<file path="src/rtl/issue_sched.sv">
// In-order issue scheduler: takes the longest in-order prefix of the four
// decoded lanes that fits the free execution units, binds each accepted
// lane to a unit port, serialises CSR/exception lanes and tracks the
// multi-cycle divider occupancy.
module issue_sched #(
   parameter int NUM_ALU     = 2,
   parameter int DIV_LATENCY = 34,
   parameter int DIV_CNT_W   = 6
) (
   input  logic       clk_i,
   input  logic       rst_i,
   input  logic       fetch0_valid_i,
   input  logic       fetch0_instr_exec_i,
   input  logic       fetch0_instr_lsu_i,
   input  logic       fetch0_instr_branch_i,
   input  logic       fetch0_instr_mul_i,
   input  logic       fetch0_instr_div_i,
   input  logic       fetch0_instr_csr_i,
   input  logic       fetch0_instr_invalid_i,
   input  logic       fetch0_fault_fetch_i,
   input  logic       fetch0_fault_page_i,
   input  logic       fetch1_valid_i,
   input  logic       fetch1_instr_exec_i,
   input  logic       fetch1_instr_lsu_i,
   input  logic       fetch1_instr_branch_i,
   input  logic       fetch1_instr_mul_i,
   input  logic       fetch1_instr_div_i,
   input  logic       fetch1_instr_csr_i,
   input  logic       fetch1_instr_invalid_i,
   input  logic       fetch1_fault_fetch_i,
   input  logic       fetch1_fault_page_i,
   input  logic       fetch2_valid_i,
   input  logic       fetch2_instr_exec_i,
   input  logic       fetch2_instr_lsu_i,
   input  logic       fetch2_instr_branch_i,
   input  logic       fetch2_instr_mul_i,
   input  logic       fetch2_instr_div_i,
   input  logic       fetch2_instr_csr_i,
   input  logic       fetch2_instr_invalid_i,
   input  logic       fetch2_fault_fetch_i,
   input  logic       fetch2_fault_page_i,
   input  logic       fetch3_valid_i,
   input  logic       fetch3_instr_exec_i,
   input  logic       fetch3_instr_lsu_i,
   input  logic       fetch3_instr_branch_i,
   input  logic       fetch3_instr_mul_i,
   input  logic       fetch3_instr_div_i,
   input  logic       fetch3_instr_csr_i,
   input  logic       fetch3_instr_invalid_i,
   input  logic       fetch3_fault_fetch_i,
   input  logic       fetch3_fault_page_i,
   input  logic       lsu_ready_i,
   input  logic       stall_i,
   input  logic       csr_complete_i,
   input  logic       branch_request_i,
   output logic       fetch0_accept_o,
   output logic       fetch1_accept_o,
   output logic       fetch2_accept_o,
   output logic       fetch3_accept_o,
   output logic [2:0] issue0_port_o,
   output logic [2:0] issue1_port_o,
   output logic [2:0] issue2_port_o,
   output logic [2:0] issue3_port_o,
   output logic       div_busy_o,
   output logic       serialising_o,
   output logic [2:0] issue_count_o
);

   localparam logic [2:0] P_ALU0 = 3'd0;
   localparam logic [2:0] P_ALU1 = 3'd1;
   localparam logic [2:0] P_LSU  = 3'd2;
   localparam logic [2:0] P_BR   = 3'd3;
   localparam logic [2:0] P_MUL  = 3'd4;
   localparam logic [2:0] P_DIV  = 3'd5;
   localparam logic [2:0] P_CSR  = 3'd6;
   localparam logic [2:0] P_EXC  = 3'd7;

   typedef enum logic {ST_ISSUE, ST_WAIT_SER} state_t;

   state_t                 state_reg, state_next;
   logic [DIV_CNT_W-1:0]   div_cnt_reg, div_cnt_next;

   logic [3:0] valid_v, exec_v, lsu_v, br_v, mul_v, div_v, csr_v, exc_v;
   logic [2:0] cls  [4];
   logic [2:0] port [4];
   logic [3:0] accept;
   logic       blocked, ser_issue, div_issue, div_free;
   logic       lsu_used, br_used, mul_used, div_used;
   int         alu_used;

   assign valid_v = {fetch3_valid_i, fetch2_valid_i, fetch1_valid_i, fetch0_valid_i};
   assign exec_v  = {fetch3_instr_exec_i, fetch2_instr_exec_i, fetch1_instr_exec_i, fetch0_instr_exec_i};
   assign lsu_v   = {fetch3_instr_lsu_i, fetch2_instr_lsu_i, fetch1_instr_lsu_i, fetch0_instr_lsu_i};
   assign br_v    = {fetch3_instr_branch_i, fetch2_instr_branch_i, fetch1_instr_branch_i, fetch0_instr_branch_i};
   assign mul_v   = {fetch3_instr_mul_i, fetch2_instr_mul_i, fetch1_instr_mul_i, fetch0_instr_mul_i};
   assign div_v   = {fetch3_instr_div_i, fetch2_instr_div_i, fetch1_instr_div_i, fetch0_instr_div_i};
   assign csr_v   = {fetch3_instr_csr_i, fetch2_instr_csr_i, fetch1_instr_csr_i, fetch0_instr_csr_i};
   assign exc_v   = {fetch3_instr_invalid_i | fetch3_fault_fetch_i | fetch3_fault_page_i,
                     fetch2_instr_invalid_i | fetch2_fault_fetch_i | fetch2_fault_page_i,
                     fetch1_instr_invalid_i | fetch1_fault_fetch_i | fetch1_fault_page_i,
                     fetch0_instr_invalid_i | fetch0_fault_fetch_i | fetch0_fault_page_i};

   assign div_free = (div_cnt_reg == '0);

   // Per-lane unit class by priority; an explicit exec flag and "no flag" both land on ALU.
   generate
      for (genvar gi = 0; gi < 4; gi++) begin : g_cls
         assign cls[gi] = exc_v[gi] ? P_EXC :
                          csr_v[gi] ? P_CSR :
                          div_v[gi] ? P_DIV :
                          mul_v[gi] ? P_MUL :
                          lsu_v[gi] ? P_LSU :
                          br_v[gi]  ? P_BR  :
                          (exec_v[gi] ? P_ALU0 : P_ALU0);
      end
   endgenerate

   // In-order scan: accept lanes until the first one that is invalid or finds its unit taken.
   always_comb begin
      accept    = '0;
      for (int i = 0; i < 4; i++) port[i] = 3'd0;
      alu_used  = 0;
      lsu_used  = 1'b0;
      br_used   = 1'b0;
      mul_used  = 1'b0;
      div_used  = 1'b0;
      ser_issue = 1'b0;
      div_issue = 1'b0;
      blocked   = rst_i | branch_request_i | stall_i | (state_reg == ST_WAIT_SER);
      for (int i = 0; i < 4; i++) begin
         if (!blocked) begin
            if (!valid_v[i]) begin
               blocked = 1'b1;
            end else begin
               case (cls[i])
                  P_EXC, P_CSR: begin
                     // Serialising lanes go alone from lane 0 and always end the scan.
                     if (i == 0 && div_free) begin
                        accept[i] = 1'b1;
                        port[i]   = cls[i];
                        ser_issue = 1'b1;
                     end
                     blocked = 1'b1;
                  end
                  P_DIV: begin
                     if (div_free && !div_used) begin
                        accept[i] = 1'b1;
                        port[i]   = P_DIV;
                        div_used  = 1'b1;
                        div_issue = 1'b1;
                     end else blocked = 1'b1;
                  end
                  P_MUL: begin
                     if (!mul_used) begin
                        accept[i] = 1'b1;
                        port[i]   = P_MUL;
                        mul_used  = 1'b1;
                     end else blocked = 1'b1;
                  end
                  P_LSU: begin
                     if (lsu_ready_i && !lsu_used) begin
                        accept[i] = 1'b1;
                        port[i]   = P_LSU;
                        lsu_used  = 1'b1;
                     end else blocked = 1'b1;
                  end
                  P_BR: begin
                     if (!br_used) begin
                        accept[i] = 1'b1;
                        port[i]   = P_BR;
                        br_used   = 1'b1;
                     end else blocked = 1'b1;
                  end
                  default: begin
                     if (alu_used < NUM_ALU) begin
                        accept[i] = 1'b1;
                        port[i]   = (alu_used == 0) ? P_ALU0 : P_ALU1;
                        alu_used  = alu_used + 1;
                     end else blocked = 1'b1;
                  end
               endcase
            end
         end
      end
   end

   // Next state: redirect beats stall, stall beats CSR completion; divider always runs down.
   always_comb begin
      state_next   = state_reg;
      div_cnt_next = div_cnt_reg;
      if (branch_request_i)
         state_next = ST_ISSUE;
      else if (stall_i)
         state_next = state_reg;
      else if (state_reg == ST_WAIT_SER && csr_complete_i)
         state_next = ST_ISSUE;
      else if (ser_issue)
         state_next = ST_WAIT_SER;

      if (div_issue)
         div_cnt_next = DIV_CNT_W'(DIV_LATENCY);
      else if (!div_free)
         div_cnt_next = div_cnt_reg - DIV_CNT_W'(1);
   end

   // State and divider counter registers.
   always_ff @(posedge clk_i) begin
      if (rst_i) begin
         state_reg   <= ST_ISSUE;
         div_cnt_reg <= '0;
      end else begin
         state_reg   <= state_next;
         div_cnt_reg <= div_cnt_next;
      end
   end

   assign fetch0_accept_o = accept[0];
   assign fetch1_accept_o = accept[1];
   assign fetch2_accept_o = accept[2];
   assign fetch3_accept_o = accept[3];
   assign issue0_port_o   = port[0];
   assign issue1_port_o   = port[1];
   assign issue2_port_o   = port[2];
   assign issue3_port_o   = port[3];
   assign issue_count_o   = {2'b00, accept[0]} + {2'b00, accept[1]} +
                            {2'b00, accept[2]} + {2'b00, accept[3]};
   assign div_busy_o      = !rst_i && !div_free;
   assign serialising_o   = !rst_i && (state_reg == ST_WAIT_SER);

endmodule

</file>
<file path="config.mk">
export PLATFORM = sky130hd
export DESIGN_NAME = issue_sched
export DESIGN_NICKNAME = d
export VERILOG_FILES = /design/src/rtl/issue_sched.sv
export SDC_FILE = /design/constraint.sdc
export NUM_CORES = 1
export LEC_CHECK = 0
export BUFFER_PORTS_ARGS = -buffer_cell sky130_fd_sc_hd__buf_4
export CORE_MARGIN = 10
export CORE_UTILIZATION = 52
export DETAILED_ROUTE_END_ITERATION = 10
export HOLD_SLACK_MARGIN = 0.12
export PLACE_DENSITY = 0.95
export SETUP_SLACK_MARGIN = 0.02
export SYNTH_ARGS = -nofsm -noshare
export SYNTH_HDL_FRONTEND = slang
export SYNTH_SLANG_ARGS = --single-unit
</file>
<file path="constraint.sdc">
create_clock -name clk_i -period 10.2 [get_ports clk_i]
set_input_delay 0.51 -clock clk_i [delete_from_list [all_inputs] [get_ports clk_i]]
set_output_delay 0.51 -clock clk_i [all_outputs]
set_load 0.02 [all_outputs]
</file>
==> After elaboration in Yosys (flattened, before gate mapping) <==
Cells that the tools add are included.
{ "totals": {"register_bits": 7, "inputBits": 46, "output_inout_bits": 21, "word_cells": 251} }
{ "classes": {"add_sub_neg": 6, "magnitude_cmp": 3, "eq_ne": 25, "muxes": 169, "n_bitwise": 12, "n_reduce_logical": 33} }
{ "op_table": {"columns": ["operator", "count"], "rows": [
  ["$mux W32", 9],
  ["$mux W1", 100],
  ["$logic_not A32 Y1", 3],
  ["$lt A32 B3 Y1 const B", 3],
  ["$mux W3", 32],
  ["$add A32 B2 Y32 const B", 2],
  ["$pmux W3 S5", 4],
  ["$eq A3 B3 Y1 const B", 16],
  ["$mux W2", 15],
  ["$pmux W1 S5", 5],
  ["$eq A3 B2 Y1 const B", 8],
  ["$reduce_or A6 Y1", 3],
  ["$mux W6", 2],
  ["$reduce_or A2 Y1", 6],
  ["$or A1 B1 Y1", 11],
  ["$logic_and A1 B1 Y1", 9],
  ["$logic_not A1 Y1", 8],
  ["$logic_not A6 Y1", 1],
  ["$sub A6 B1 Y6 const B", 1],
  ["$add A2 B1 Y3", 1],
  ["$add A3 B1 Y3", 1],
  ["$pmux W1 S3", 1],
  ["$reduce_or A3 Y1", 1],
  ["$add A1 B1 Y2", 1],
  ["5 further kinds", 5]
]} }

==> Longest topological paths before layout <==
{ "depth": {"depth_word": 29, "ltp_mapped": 15, "ltp_nobuf": 15} }

==> Worst setup path after synthesis <==
Ideal clock, no wire load.
{ "synth_path": {"path_kind": "input -> output", "start": "in rst_i", "end": "out issue_count_o[1]", "t_arrival_ns": 3.979, "t_required_ns": 9.690, "slack_ns": 5.711, "path_stages": 15, "n_path_buf": 1, "cell_sequence": "buf_6 nor2_1 nand3_2 nor2_1 ha_1 mux2i_1 inv_1 ha_1 a21boi_0 mux2_2 o211ai_2 a31oi_1 fa_1 ha_1 ha_1"} }
{ "synth_via": {"elab_chain_len": 23, "word_cells_on_any_way": 106, "classes_between": "add/sub (5); order compare (3); mux (83); bitwise (3); reduce/logical (12)"} }
{ "synth_lines": {"columns": ["element", "line", "source"], "rows": [
  ["start, declared", "11", "input logic rst_i,"],
  ["$or A1 B1 Y1 * (3 in a row)", "129", "blocked = rst_i | branch_request_i | stall_i | (state_reg == ST_WAIT_SER);"],
  ["branches (longest 18 deep; another with $add A32 B2 Y32)", null, null],
  ["$mux W1 *", "131", "if (!blocked) begin"],
  ["named net fetch3_accept_o", "59", "output logic fetch3_accept_o,"],
  ["$add A3 B1 Y3 *", "226", "{2'b00, accept[2]} + {2'b00, accept[3]};"],
  ["end, declared", "66", "output logic [2:0] issue_count_o"]
]} }
Mark *: on every way through the listed nets, which the timed path passes.

==> Final worst setup path <==
{ "layout_path": {"start": "in fetch0_fault_fetch_i", "end": "out issue_count_o[1]"} }
{ "layout_via": {"elab_chain_len": 26, "word_cells_on_any_way": 129, "classes_between": "add/sub (5); order compare (3); eq/ne (6); mux (98); bitwise (2); reduce/logical (15)"} }
{ "layout_lines": {"columns": ["element", "line", "source"], "rows": [
  ["start, declared", "20", "input logic fetch0_fault_fetch_i,"],
  ["$or A1 B1 Y1 * (2 in a row)", "101", "fetch0_instr_invalid_i | fetch0_fault_fetch_i | fetch0_fault_page_i};"],
  ["$mux W3 *", "108", "assign cls[gi] = exc_v[gi] ? P_EXC :"],
  ["branches (longest 22 deep; another with $add A32 B2 Y32)", null, null],
  ["$add A3 B1 Y3 *", "226", null]
]} }
Every way passes the cells marked *.

==> flow_summary.ini <==
[finish]
fin_cells = 294
largest_reg_flops = 6
antenna_cells = 0
drive_above_1_share_pct = 34.2
final_nets = 319
area_growth_pct = 32.6

[timing]
drv_slew = 0
slew_headroom_pct = 50.6
hold_violations = 0
fin_ws_ns = 5.33
setup_tns_ns = 0
max_clock_freq_ghz = 0.205
min_period_ns = 4.87
worst_pin_slew_ns = 0.734
rsz0062_at_grt = false
fin_skew_ns = 0.00206
post-route-period-util_pct = 47.7
setup_violations = 0

[routing]
drt_iter0_markers = 143
routedWlPerCell_um = 16.3
ant_nets = 0
vias = 1842
drc_errors = 0
firstDrtPassIters = 4
wl_um = 4790
viasPerCell = 6.27

[global_route]
antenna_found_initial = 0
grt_pass1_wl_um = 8090
grt_overflow_total = 0
grt_max_degree = 14
grt_usage_pct = 17.5
grt_pass1_vias = 1809

[synth]
ys_async_sr_fraction_pct = 0
ys_seq_elements = 7
yosys.area.top_type = dfxtp_1
syn-num-nets = 257
synth_top_area_share_pct = 9.21
synth_cell_types = 66
syn_avg_cell_area_um2 = 7.53
synth_edf_count = 0
ys.warnings.count = 0
synthTopCellsByArea = dfxtp_1 9.2%, ha_1 6.6%, nand2_1 4.7%
synthCells = 202
yosysSeqAreaShare_pct = 9.21
synth_ff_type = dfxtp_1
syn_area_um2 = 1520

[placed_design]
dp_hpwl_um = 4050
port-buffer-count = 62
dp_cells = 290
gp_congestion = 0.944
detailedPlace.worstSlack_ns = 5.37

[floorplan]
core-area_um2 = 2780
pin_count = 67
rows = 19
die_area_um2 = 5490
start_util_pct = 54.7
die_width_um = 74.1
die-height_um = 74.1

[clock_tree]
cts.repair.resized = 0
clock_sinks = 7
cts_inserted_buffers = 3
hold_buffers = 0
cts_setup_buffers = 0
htreeDepth = 1
cts_root_buffer = clkbuf_4
worstSkewPairLatency_ns = 0.25
cts_buffer_depth = 2
clkTransAtPathRegs_ns = 0.05
cts_tree = yes

[min_path]
worstHoldStart = branch_request_i
hp-class = primary input to register

[critical_path]
setup.worst_path.start = fetch0_fault_fetch_i
crit_family = adder cells
cp_slowest_stage_delay_ns = 0.53
crit_arrival_ns = 4.36
r2r-start = state_reg
crit_buf_inv = 3
worstPathCellList = buf_4 > nor4_4 > nand3_2 > nor2_1 > ha_1 > mux2i_1 > inv_1 > ha_1 > a21boi_0 > mux2_2 > o211ai_2 > a31oi_1 > fa_1 > ha_1 > ha_1 > buf_4
crit_top_cell = ha_1
slowest_stage = nor4_4
crit_path_max_fanout = 8
start_kind = primary input
required_ns = 9.69
endpoint_kind = primary output
path_class = primary input to primary output

[power_and_ir_drop]
finalPower_uw = 228
vdd_drop_max_v = 0.000156
cellLeakagePower_uw = 0.000845
power.density_nw_per_um2 = 113

[status]
outcome = completed

[job]
drv_cap = 0
cell usage after synthesis (3+ instances only):
master    count
a211oi_1      3
a21oi_1       9
a31oi_1       4
a41o_1        3
and3_1        3
buf_2         3
dfxtp_1       7
ha_1          8
inv_1         9
nand2_1      19
nand2b_1      5
nand3_1       8
nand4_1       7
nor2_1       18
nor2b_1       5
nor3_1       14
nor3b_1       7
nor4_1        4
o21ai_0       5
or4_1         3
xnor2_1       3
through the flow:
step           hold WS, ns  util (%)  area [µm²]
6_report             0.441      72.6        2020
5_1_grt              0.445      72.6        2020
4_1_cts              0.434      72.6        2020
3_5_place_dp         0.539      71.6        1990
3_3_place_gp         0.524      71.6        1990
2_1_floorplan        0.510         -        1520
area by class of cell:
type                       instances  area [µm²]
multi-input combinational        180        1310
fill                             233         763
timing repair buffer              63         473
sequential                         7         140
tap                               31        38.8
inverter                           9        33.8
clock buffer                       4        26.3
layer usage:
metal  global-route usage (%)  part of all wire, %
met1                     19.8                   38
met2                     30.4                   49
met5                        0                    0
met3                     3.46                  9.2
met4                     8.70                  3.0
placed cells by master, fill, tap and decap left out, types with 3 or more instances in the layout:
cell	instances
a31oi_1	4
dfxtp_1	7
ha_1	8
nor3_1	14
buf_4	63
nor2_1	18
a211oi_1	3
a21oi_1	9
o21ai_0	5
and3_1	3
nand2b_1	5
nor3b_1	7
xnor2_1	3
clkbuf_4	3
nor2b_1	5
nor4_1	4
a41o_1	3
or4_1	3
nand3_1	8
nand2_1	19
inv_1	9
nand4_1	7
cell families (layout without fill, tap and decap cells):
logic type | count (synthesis) | in the layout | share of synthesized area (%)
compound gates | 44 | 44 | 24.7
xor+xnor | 5 | 5 | 2.88
fa+ha+maj | 9 | 9 | 7.90
buf+inv | 15 | 76 | 4.93
flops | 7 | 7 | 9.21
mux | 3 | 3 | 2.06
simple gates | 119 | 119 | 48.4
final timing paths:
kind | to | slack, ns | cells past startpoint
max | issue_count_o[1] | 5.33 | 16
min | state_reg | 0.44 | 2
max reg2reg | div_cnt_reg[0] | 7.50 | 10
min reg2reg | state_reg | 0.54 | 2
where the power goes:
part	total, µW	switching, µW	internal [µW]	leakage (µW)
registers	47.1	8.19	38.9	0.0000578
clock network	25.3	10.4	14.9	0.0000150
logic	155	90.4	64.7	0.000772
total	228	109	119	0.000845
Power figures use the tool's default switching activity.
